<file path="src/rtl/lsu_mem_master.sv">
// lsu_mem_master: RV32I load/store initiator.
// Accepts one core request at a time, issues a word-aligned memory access with
// byte enables, waits for mem_ack (bounded by a timeout) and returns a one-cycle
// response carrying extended load data or an error flag.
module lsu_mem_master #(
    parameter int TIMEOUT_CYCLES = 16
) (
    input  logic        clk,
    input  logic        reset,
    input  logic        req_valid,
    output logic        req_ready,
    input  logic        req_we,
    input  logic [2:0]  req_funct3,
    input  logic [31:0] req_addr,
    input  logic [31:0] req_wdata,
    output logic        resp_valid,
    output logic [31:0] resp_rdata,
    output logic        resp_err,
    output logic        mem_req,
    output logic        mem_we,
    output logic [31:0] mem_addr,
    output logic [31:0] mem_wdata,
    output logic [3:0]  mem_be,
    input  logic        mem_ack,
    input  logic [31:0] mem_rdata
);

    typedef enum logic [1:0] {
        IDLE   = 2'd0,
        ACCESS = 2'd1,
        RESP   = 2'd2
    } state_t;

    // Counter value in the last ACCESS cycle before the access is abandoned.
    localparam logic [7:0] CNT_LAST = 8'(TIMEOUT_CYCLES - 1);

    state_t      state;
    logic [7:0]  cnt;
    logic [2:0]  funct3_q;
    logic [1:0]  addr_lo_q;

    logic        req_bad;
    logic [31:0] st_wdata;
    logic [3:0]  st_be;
    logic [7:0]  rd_byte;
    logic [15:0] rd_half;
    logic [31:0] load_data;

    // A request is only taken while idle and out of reset.
    assign req_ready = (state == IDLE) && reset;

    // Classify the incoming request and build its store lanes.
    // NOTE: every signal gets a default at the top of an always_comb so no path leaves it unassigned and infers a latch.
    always_comb begin
        req_bad  = 1'b0;
        st_wdata = 32'd0;
        st_be    = 4'b0000;
        if (req_we) begin
            if (req_funct3 > 3'b010) req_bad = 1'b1;
        end else begin
            if (req_funct3 == 3'b011 || req_funct3[2:1] == 2'b11) req_bad = 1'b1;
        end
        if (req_funct3[1:0] == 2'b01 && req_addr[0]) req_bad = 1'b1;
        if (req_funct3[1:0] == 2'b10 && req_addr[1:0] != 2'b00) req_bad = 1'b1;
        if (req_we) begin
            case (req_funct3[1:0])
                2'b00: begin
                    st_wdata = {4{req_wdata[7:0]}};
                    st_be    = 4'b0001 << req_addr[1:0];
                end
                2'b01: begin
                    st_wdata = {2{req_wdata[15:0]}};
                    st_be    = 4'b0011 << req_addr[1:0];
                end
                default: begin
                    st_wdata = req_wdata;
                    st_be    = 4'b1111;
                end
            endcase
        end
    end

    // Pick the addressed byte/half out of the returned word and extend it.
    always_comb begin
        case (addr_lo_q)
            2'd0:    rd_byte = mem_rdata[7:0];
            2'd1:    rd_byte = mem_rdata[15:8];
            2'd2:    rd_byte = mem_rdata[23:16];
            default: rd_byte = mem_rdata[31:24];
        endcase
        rd_half = addr_lo_q[1] ? mem_rdata[31:16] : mem_rdata[15:0];
        case (funct3_q)
            3'b000:  load_data = {{24{rd_byte[7]}}, rd_byte};
            3'b100:  load_data = {24'd0, rd_byte};
            3'b001:  load_data = {{16{rd_half[15]}}, rd_half};
            3'b101:  load_data = {16'd0, rd_half};
            default: load_data = mem_rdata;
        endcase
    end

    // Request/access/response FSM with registered memory and response outputs.
    // NOTE: state is updated with non-blocking assignments so every register samples pre-edge values.
    always_ff @(posedge clk) begin
        if (!reset) begin
            state      <= IDLE;
            cnt        <= 8'd0;
            funct3_q   <= 3'd0;
            addr_lo_q  <= 2'd0;
            resp_valid <= 1'b0;
            resp_rdata <= 32'd0;
            resp_err   <= 1'b0;
            mem_req    <= 1'b0;
            mem_we     <= 1'b0;
            mem_addr   <= 32'd0;
            mem_wdata  <= 32'd0;
            mem_be     <= 4'b0000;
        end else begin
            case (state)
                IDLE: begin
                    if (req_valid && req_ready) begin
                        funct3_q  <= req_funct3;
                        addr_lo_q <= req_addr[1:0];
                        if (req_bad) begin
                            // Rejected without touching memory.
                            state      <= RESP;
                            resp_valid <= 1'b1;
                            resp_err   <= 1'b1;
                            resp_rdata <= 32'd0;
                        end else begin
                            state     <= ACCESS;
                            cnt       <= 8'd0;
                            mem_req   <= 1'b1;
                            mem_we    <= req_we;
                            mem_addr  <= {req_addr[31:2], 2'b00};
                            mem_wdata <= st_wdata;
                            mem_be    <= st_be;
                        end
                    end
                end
                ACCESS: begin
                    if (mem_ack || cnt == CNT_LAST) begin
                        // An ack in the final allowed cycle still completes normally.
                        state      <= RESP;
                        resp_valid <= 1'b1;
                        resp_err   <= !mem_ack;
                        resp_rdata <= (mem_ack && !mem_we) ? load_data : 32'd0;
                        mem_req    <= 1'b0;
                        mem_we     <= 1'b0;
                        mem_addr   <= 32'd0;
                        mem_wdata  <= 32'd0;
                        mem_be     <= 4'b0000;
                    end else begin
                        cnt <= cnt + 8'd1;
                    end
                end
                RESP: begin
                    state      <= IDLE;
                    resp_valid <= 1'b0;
                    resp_err   <= 1'b0;
                    resp_rdata <= 32'd0;
                end
                default: state <= IDLE;
            endcase
        end
    end

endmodule

</file>
<file path="config.mk">
export PLATFORM = sky130hd
export DESIGN_NAME = lsu_mem_master
export DESIGN_NICKNAME = d
export VERILOG_FILES = /design/src/rtl/lsu_mem_master.sv
export SDC_FILE = /design/constraint.sdc
export NUM_CORES = 1
export LEC_CHECK = 0
export BUFFER_PORTS_ARGS = -buffer_cell sky130_fd_sc_hd__buf_2
export CELL_PAD_IN_SITES_DETAIL_PLACEMENT = 1
export CELL_PAD_IN_SITES_GLOBAL_PLACEMENT = 2
export CORE_UTILIZATION = 28
export DETAILED_ROUTE_END_ITERATION = 16
export GPL_ROUTABILITY_DRIVEN = 0
export GPL_TIMING_DRIVEN = 0
export HOLD_SLACK_MARGIN = 0.12
export PLACE_DENSITY = 0.8
export SLEW_MARGIN = 20
export SYNTH_ARGS = -nofsm -noshare
export SYNTH_HDL_FRONTEND = slang
export SYNTH_SLANG_ARGS = --single-unit
</file>
<file path="constraint.sdc">
create_clock -name clk -period 2.1 [get_ports clk]
set_input_delay 0.315 -clock clk [delete_from_list [all_inputs] [get_ports clk]]
set_output_delay 0.315 -clock clk [all_outputs]
set_load 0.03 [all_outputs]
</file>
==> metrics.yaml, run 1 <==
synthAdderAreaFrac_pct: 0.262
grt_setup_unrepaired: "no"
hold_viol_final: 0
hp-class: "input pin to flop"
r2r_slack_ns: 0.06
status: "finished, final reports clean"
cts_buffers: 17
clkTransAtPathRegs_ns: 0.06
synth_area_leaders: "dfxtp_1 (49%), a22o_1 (8.8%), mux2i_1 (7.7%), o2bb2ai_1 (4.9%), a221o_2 (4.5%)"
dp.cells: 870
fmax_mhz: 490
synth_top_flop_cell: "dfxtp_1"
period_share_pct: 97.1
ir_drop_mv: 0.531
r2r-end: "mem_wdata[7]$_SDFFE_PN0P_"
setup_viol: 0
vias_per_cell: 5.01
yosysMostFrequentCell: "dfxtp_1"
synth_area_leader_cell: "dfxtp_1"
areaGrowthSynthToFinish_pct: 47.8
ys_seq_area_share_pct: 49.0
first_iter_violations: 132
synth_simple_gate_area_share_pct: 9.78
timing.rr.start: "cnt[0]$_SDFFE_PN0P_"
synth-xor-area-share_pct: 1.10
grt_pass1_vias: 5050
max_stage_delay_ns: 0.45
worstPathMaxFanout: 10
yosysWarnings: 0
holdCritStartpoint: "req_addr[14]"
min_period_ns: 2.04
critical_path_class: "flop to flop"
relSlewSlack_pct: 36.2
synth_top_family_by_area: "compound AO/OA/AOI/OAI gates"
antenna_left: 0
path_cells: "ha_2 > and3_4 > a21oi_1 > o311a_1 > clkbuf_1 > a22o_1"
pre_cts_ws_ns: -0.240
syn_avg_cell_area_um2: 10.8
async_flop_share_pct: 0
initial_core_util_pct: 28.7
fin_cells: 935
route.detailed.drc: 0
postSynthCellCount: 444
p_leak_nw: 3.27
core_um2: 16600
grt_pass1_wl_mm: 27.2
synthMuxAreaShare_pct: 7.98
dpl.hpwl_mm: 12.4
drv_slew: 0
dieHeight_um: 133
slowest_stage: "o311a_1"
dr_total_vias: 4685
synth_commonest_cells: "dfxtp_1 (117), a22o_1 (48), mux2i_1 (37)"
insertion_delay_ns: 0.42
netlist_area_um2: 4780
cts_tree: "done"
synth_top_cell_area_share_pct: 49.0
pwr_density_cell_nw_per_um2: 849
root_buffer: "clkbuf_16"
grt_max_degree: 17
cts_sinks: 117
layout-drive-gt1-share_pct: 42.2
synth_compound_area_share_pct: 26.9
htreeDepth: 4
synth_edf_count: 0
grt-ovfl-total: 0
drt_pass1_iterations: 4
die_area_um2: 17600
io_pins: 209
holdPathStages: 2
crit_path_end_kind: "flop"
grt_use_total_pct: 20.1
rows: 47
critPathArrivalTime_ns: 2.35
final_nets: 806
ys_seq_elements: 117
worstRegToRegCells: 6
finalClockSkew_ns: 0.00749
critPathLaunchType: "flop"
worst_slew_pin_slew_ns: 0.953
hold_end: "mem_addr[14]$_SDFFE_PN0P_"
routed_wl_mm: 17.3
required_ns: 2.41
fp.dieW_um: 133
worst_slack_ns: 0.0605
clock_path_buffers: 2
synth_cell_types: 56
port_buffers: 205
antenna_found_initial: 1
post_drt_wl_per_cell_um: 18.5
maxCapViolCount: 0
==> flip-flops by register name, indices dropped and copies added, names as in the netlist <==
name and cells:
mem_we 1, funct3_q 3, resp_rdata 32, resp_err 1, mem_req 1, mem_addr 30
addr_lo_q 2, mem_wdata 32, cnt 8, resp_valid 1, state 2, mem_be 4
==> worst max-delay path, delay by kind of cell, from the launching register on <==
family                     cells  cell delay [ns]
AOI/OAI and AO/OA              3             0.83
DFF                            1             0.37
buffers and inverters          1             0.28
and+or+nand+nor                1             0.24
adders and majority gates      1             0.22
==> logic make-up (layout without fill, tap and decap cells) <==
logic type                 count (synthesis)  after routing
AOI/OAI and AO/OA                        150            150
xor gates and xnor gates                   6              6
adders and majority gates                  1              1
buffers and inverters                     44            313
DFF                                      117            117
muxes                                     38             38
other                                      1              3
and+or+nand+nor                           87             87
==> power by group <==
part	leakage [nW]	total, mW	switching [mW]	internal [mW]
clock network	0.278	2.94	1.10	1.84
registers	0.949	2.33	0.0455	2.29
logic	2.04	0.728	0.431	0.298
total	3.27	6.00	1.58	4.42
==> metrics by stage <==
stage	utilization (%)	power [mW]	area, um^2	hold slack, ns	TNS, ns
after global placement	36.6	3.03	6090	0.435	-5.50
after CTS	42.0	6.05	7000	0.120	0
final	42.5	6.00	7070	0.136	0
after detailed placement	36.6	3.05	6090	0.442	-10.42
after global routing	42.5	6.22	7070	0.129	0
after floorplan	-	2.76	4790	0.440	0
==> cell type report <==
type,count,area [um^2]
diodes,1,2.50
plain buffers,34,211
clock buffers,21,470
clock inverters,11,125
fillers,1923,9570
inverters,8,30.0
multi-input cells,284,2260
flip-flops and latches,117,2340
well taps,220,275
repair buffers,239,1350
==> worst max-delay path by stage <==
stage	endpoint	from	slack, ns
floorplan	mem_req$_SDFFE_PN0P_	cnt[0]$_SDFFE_PN0P_	0.18
finish	mem_wdata[7]$_SDFFE_PN0P_	cnt[0]$_SDFFE_PN0P_	0.06
detailed placement	resp_rdata[12]$_SDFFE_PN0P_	state[0]$_SDFFE_PN0P_	-0.24
CTS	mem_wdata[7]$_SDFFE_PN0P_	state[1]$_SDFFE_PN0P_	0.0004
global placement	mem_req$_SDFFE_PN0P_	cnt[0]$_SDFFE_PN0P_	-0.17
global route	mem_wdata[26]$_SDFFE_PN0P_	state[0]$_SDFFE_PN0P_	0.002
==> repair_timing <==
action                                 in CTS  in global routing
setup endpoints to repair                  91                 48
endpoints found under the hold margin      28                  0
setup buffers                               1                  5
hold buffers                               28                  0
gates resized for setup                     7                 11
pin swaps                                   1                  3
==> routing by layer <==
metal / GRT usage (%) / part of all wire (%)
met5: 0 / 0.058
met4: 7.22 / 1.4
met3: 7.32 / 7.6
met2: 33.6 / 48
met1: 23.6 / 43
==> layout by cell type, fill, tap and decap left out, types with 4 or more instances in the layout <==
cell type and instances:
buf_2 212, dfxtp_1 115, a22o_1 48, mux2i_1 37, dlygate4sd3_1 28, o2bb2ai_1 27
nand2_1 24, nor2_1 19, a221o_2 19, o21ai_0 17, clkbuf_16 17, clkbuf_1 14
a21oi_1 13, buf_4 10, or3_1 8, inv_1 7, buf_6 7, and3_1 7
a221o_1 5, xnor2_1 5, clkinvlp_4 5, a21o_1 4
Note: power is estimated with default switching activity, not from simulation.
==> inputs of run 2 (changes only) <==
--- a/config.mk
+++ b/config.mk
@@ -8,12 +8,13 @@
 export BUFFER_PORTS_ARGS = -buffer_cell sky130_fd_sc_hd__buf_2
 export CELL_PAD_IN_SITES_DETAIL_PLACEMENT = 1
 export CELL_PAD_IN_SITES_GLOBAL_PLACEMENT = 2
-export CORE_UTILIZATION = 28
+export CORE_UTILIZATION = 29
+export CTS_BUF_LIST = sky130_fd_sc_hd__clkbuf_4
 export DETAILED_ROUTE_END_ITERATION = 16
 export GPL_ROUTABILITY_DRIVEN = 0
 export GPL_TIMING_DRIVEN = 0
 export HOLD_SLACK_MARGIN = 0.12
-export PLACE_DENSITY = 0.8
+export PLACE_DENSITY = 0.82
 export SLEW_MARGIN = 20
 export SYNTH_ARGS = -nofsm -noshare
 export SYNTH_HDL_FRONTEND = slang
==> run 2 against run 1 <==
Die area shrank 3.4%. Hold slack gained 0.031 ns. Total power down 17%. First-iteration DRC count is 22% higher. Register-to-register slack better by 0.07 ns. Sequential power hardly changed. Utilization rose by 4.5 points. Clock skew increased by 0.016 ns. Global-route usage rose by 2.5 points. Maximum frequency rose by 0.54%. Combinational power is 17% higher. Sequential share of layout area down 2.0 points. Highest routed layer is now met4.
==> metrics.yaml, run 2 (synthesis gave the netlist of run 1 again) <==
drt_pass1_iterations: 4  # unchanged
antenna_left: 0  # unchanged
crit_family: "buffers and inverters"
dr_total_vias: 4952  # +5.7%
worstRegToRegCells: 7  # +1
n_antenna_cell: 0  # -1
core_um2: 16000  # -3.9%
critical_path_class: "input pin to flop"
routed_wl_mm: 18.8  # +9.0%
dieHeight_um: 130  # -1.7%
crit_buf_inv: 4  # +3
post_drt_wl_per_cell_um: 18.8  # +1.6%
holdCritStartpoint: "req_we"
drv_slew: 0  # unchanged
holdPathStages: 3  # +1
fp.dieW_um: 130  # -1.7%
critPathLaunchType: "input pin"
insertion_delay_ns: 0.54  # +0.12 ns
grt_setup_unrepaired: "no"
crit_path_end_kind: "flop"
io_pins: 209  # unchanged
worst_slew_pin_slew_ns: 0.872  # -0.0809 ns
clkTransAtPathRegs_ns: 0.13  # +0.07 ns
htreeDepth: 4  # unchanged
crit_path_frequent_cell: "buf_2"
setup_viol: 0  # unchanged
route.detailed.drc: 0  # unchanged
layout-drive-gt1-share_pct: 38.4  # -3.8 points
fmax_mhz: 493  # +0.54%
slowest_stage: "dlygate4sd3_1"
hold_viol_final: 0  # unchanged
critPathArrivalTime_ns: 2.49  # +0.14 ns
max_stage_delay_ns: 0.55  # +0.10 ns
power_mw: 5.00  # -17%
period_share_pct: 96.6  # -0.52 points
ir_drop_mv: 0.325  # -39%
grt_pass1_vias: 5484  # +8.6%
r2r_slack_ns: 0.13  # +0.07 ns
worstPathMaxFanout: 10  # unchanged
required_ns: 2.56  # +0.15 ns
rows: 46  # -2.1%
mostFrequentLayoutCell: "buf_2"
antenna_found_initial: 0  # -1
die_area_um2: 17000  # -3.4%
hp-class: "input pin to flop"
maxCapViolCount: 0  # unchanged
pwr_density_cell_nw_per_um2: 666  # -22%
cts_sinks: 117  # unchanged
initial_core_util_pct: 29.9  # +1.2 points
most-common-layout-cells: "buf_2 (212), dfxtp_1 (114), dlygate4sd3_1 (101)"
cts_tree: "done"
p_leak_nw: 3.46  # +5.8%
root_buffer: "clkbuf_4"
status: "finished, final reports clean"
r2r-end: "mem_wdata[19]$_SDFFE_PN0P_"
min_period_ns: 2.03  # -0.0109 ns
areaGrowthSynthToFinish_pct: 57.1
hold_end: "mem_wdata[12]$_SDFFE_PN0P_"
vias_per_cell: 4.94  # -1.5%
final_area_um2: 7510  # +6.3%
top_regs: "mem_wdata x32, resp_rdata x32, mem_addr x30"
grt_use_total_pct: 22.6  # +2.5 points
grt_pass1_wl_mm: 28.8  # +5.8%
port_buffers: 205  # unchanged
relSlewSlack_pct: 41.7  # +5.4 points
place_area_um2: 6080  # about the same
clock_path_buffers: 2  # unchanged
path_cells: "dlygate4sd3_1 > buf_2 > nor4_2 > o21a_1 > clkbuf_4 > nand3b_4 > buf_2 > o2bb2ai_1"
finalClockSkew_ns: 0.0231  # +0.0156 ns
dpl.hpwl_mm: 12.8  # +2.7%
grt-ovfl-total: 0  # unchanged
timing.rr.start: "state[0]$_SDFFE_PN0P_"
cts_buffers: 17  # unchanged
grt_max_degree: 17  # unchanged
final_nets: 879  # +9.1%
first_iter_violations: 161  # +22%
==> run 2: worst max path at each step <==
| stage | start | end | slack, ns | cells after the start |
|---|---|---|---|---|
| after floorplan | cnt[0]$_SDFFE_PN0P_ | mem_req$_SDFFE_PN0P_ | 0.18 | 8 |
| after global placement | cnt[0]$_SDFFE_PN0P_ | mem_req$_SDFFE_PN0P_ | -0.15 | 8 |
| after detailed placement | cnt[0]$_SDFFE_PN0P_ | mem_req$_SDFFE_PN0P_ | -0.20 | 8 |
| after CTS | mem_ack | mem_wdata[26]$_SDFFE_PN0P_ | 0.01 | 8 |
| final | req_addr[1] | mem_wdata[19]$_SDFFE_PN0P_ | 0.07 | 8 |
| after global routing | cnt[0]$_SDFFE_PN0P_ | mem_req$_SDFFE_PN0P_ | 0.01 | 7 |
==> run 2: what timing repair did <==
item	CTS	global route
buffers inserted	0	6
endpoints found under the hold margin	97	0
gates resized for setup	5	16
hold buffers	101	0
pin swaps	0	3
endpoints found under the setup margin	85	77
==> run 2: power by group <==
part / switching (mW) / internal [mW] / leakage (nW) / total (mW)
Combinational: 0.462 / 0.390 / 2.36 / 0.852
Clock: 0.954 / 0.865 / 0.153 / 1.82
Sequential: 0.0469 / 2.28 / 0.949 / 2.33
==> run 2: worst min-delay path, delay by kind of cell <==
family,cells,cell delay (ns)
and+or+nand+nor,1,0.14
buffers and inverters,1,0.13
AOI/OAI and AO/OA,1,0.08
==> run 2: metal layers <==
layer  part of all wire [%]  track usage [%]  routed length, um
met3                    5.5             5.82               1040
met4                    2.1             9.33                400
met5                      0                0                  0
met2                     53             42.2              10000
met1                     39             23.9               7390
==> run 2: stage by stage <==
stage	hold WS, ns	util, %	std cells	worst slack [ns]	TNS [ns]
5_1_grt	0.138	47.0	1003	0.0115	0
3_5_place_dp	0.447	38.0	866	-0.195	-9.89
2_1_floorplan	0.440	-	445	0.180	0
3_3_place_gp	0.434	38.0	866	-0.149	-4.35
6_report	0.167	47.0	1003	0.0714	0
4_1_cts	0.148	46.4	998	0.0137	0
==> run 2: cell type report <==
type / count / area (um^2)
tap: 216 / 270
inverter: 8 / 30.0
clock buffer: 20 / 150
timing repair buffer: 312 / 2080
sequential: 117 / 2350
fill: 1837 / 8490
clock inverter: 12 / 155
multi-input combinational: 284 / 2270
buffer: 34 / 209
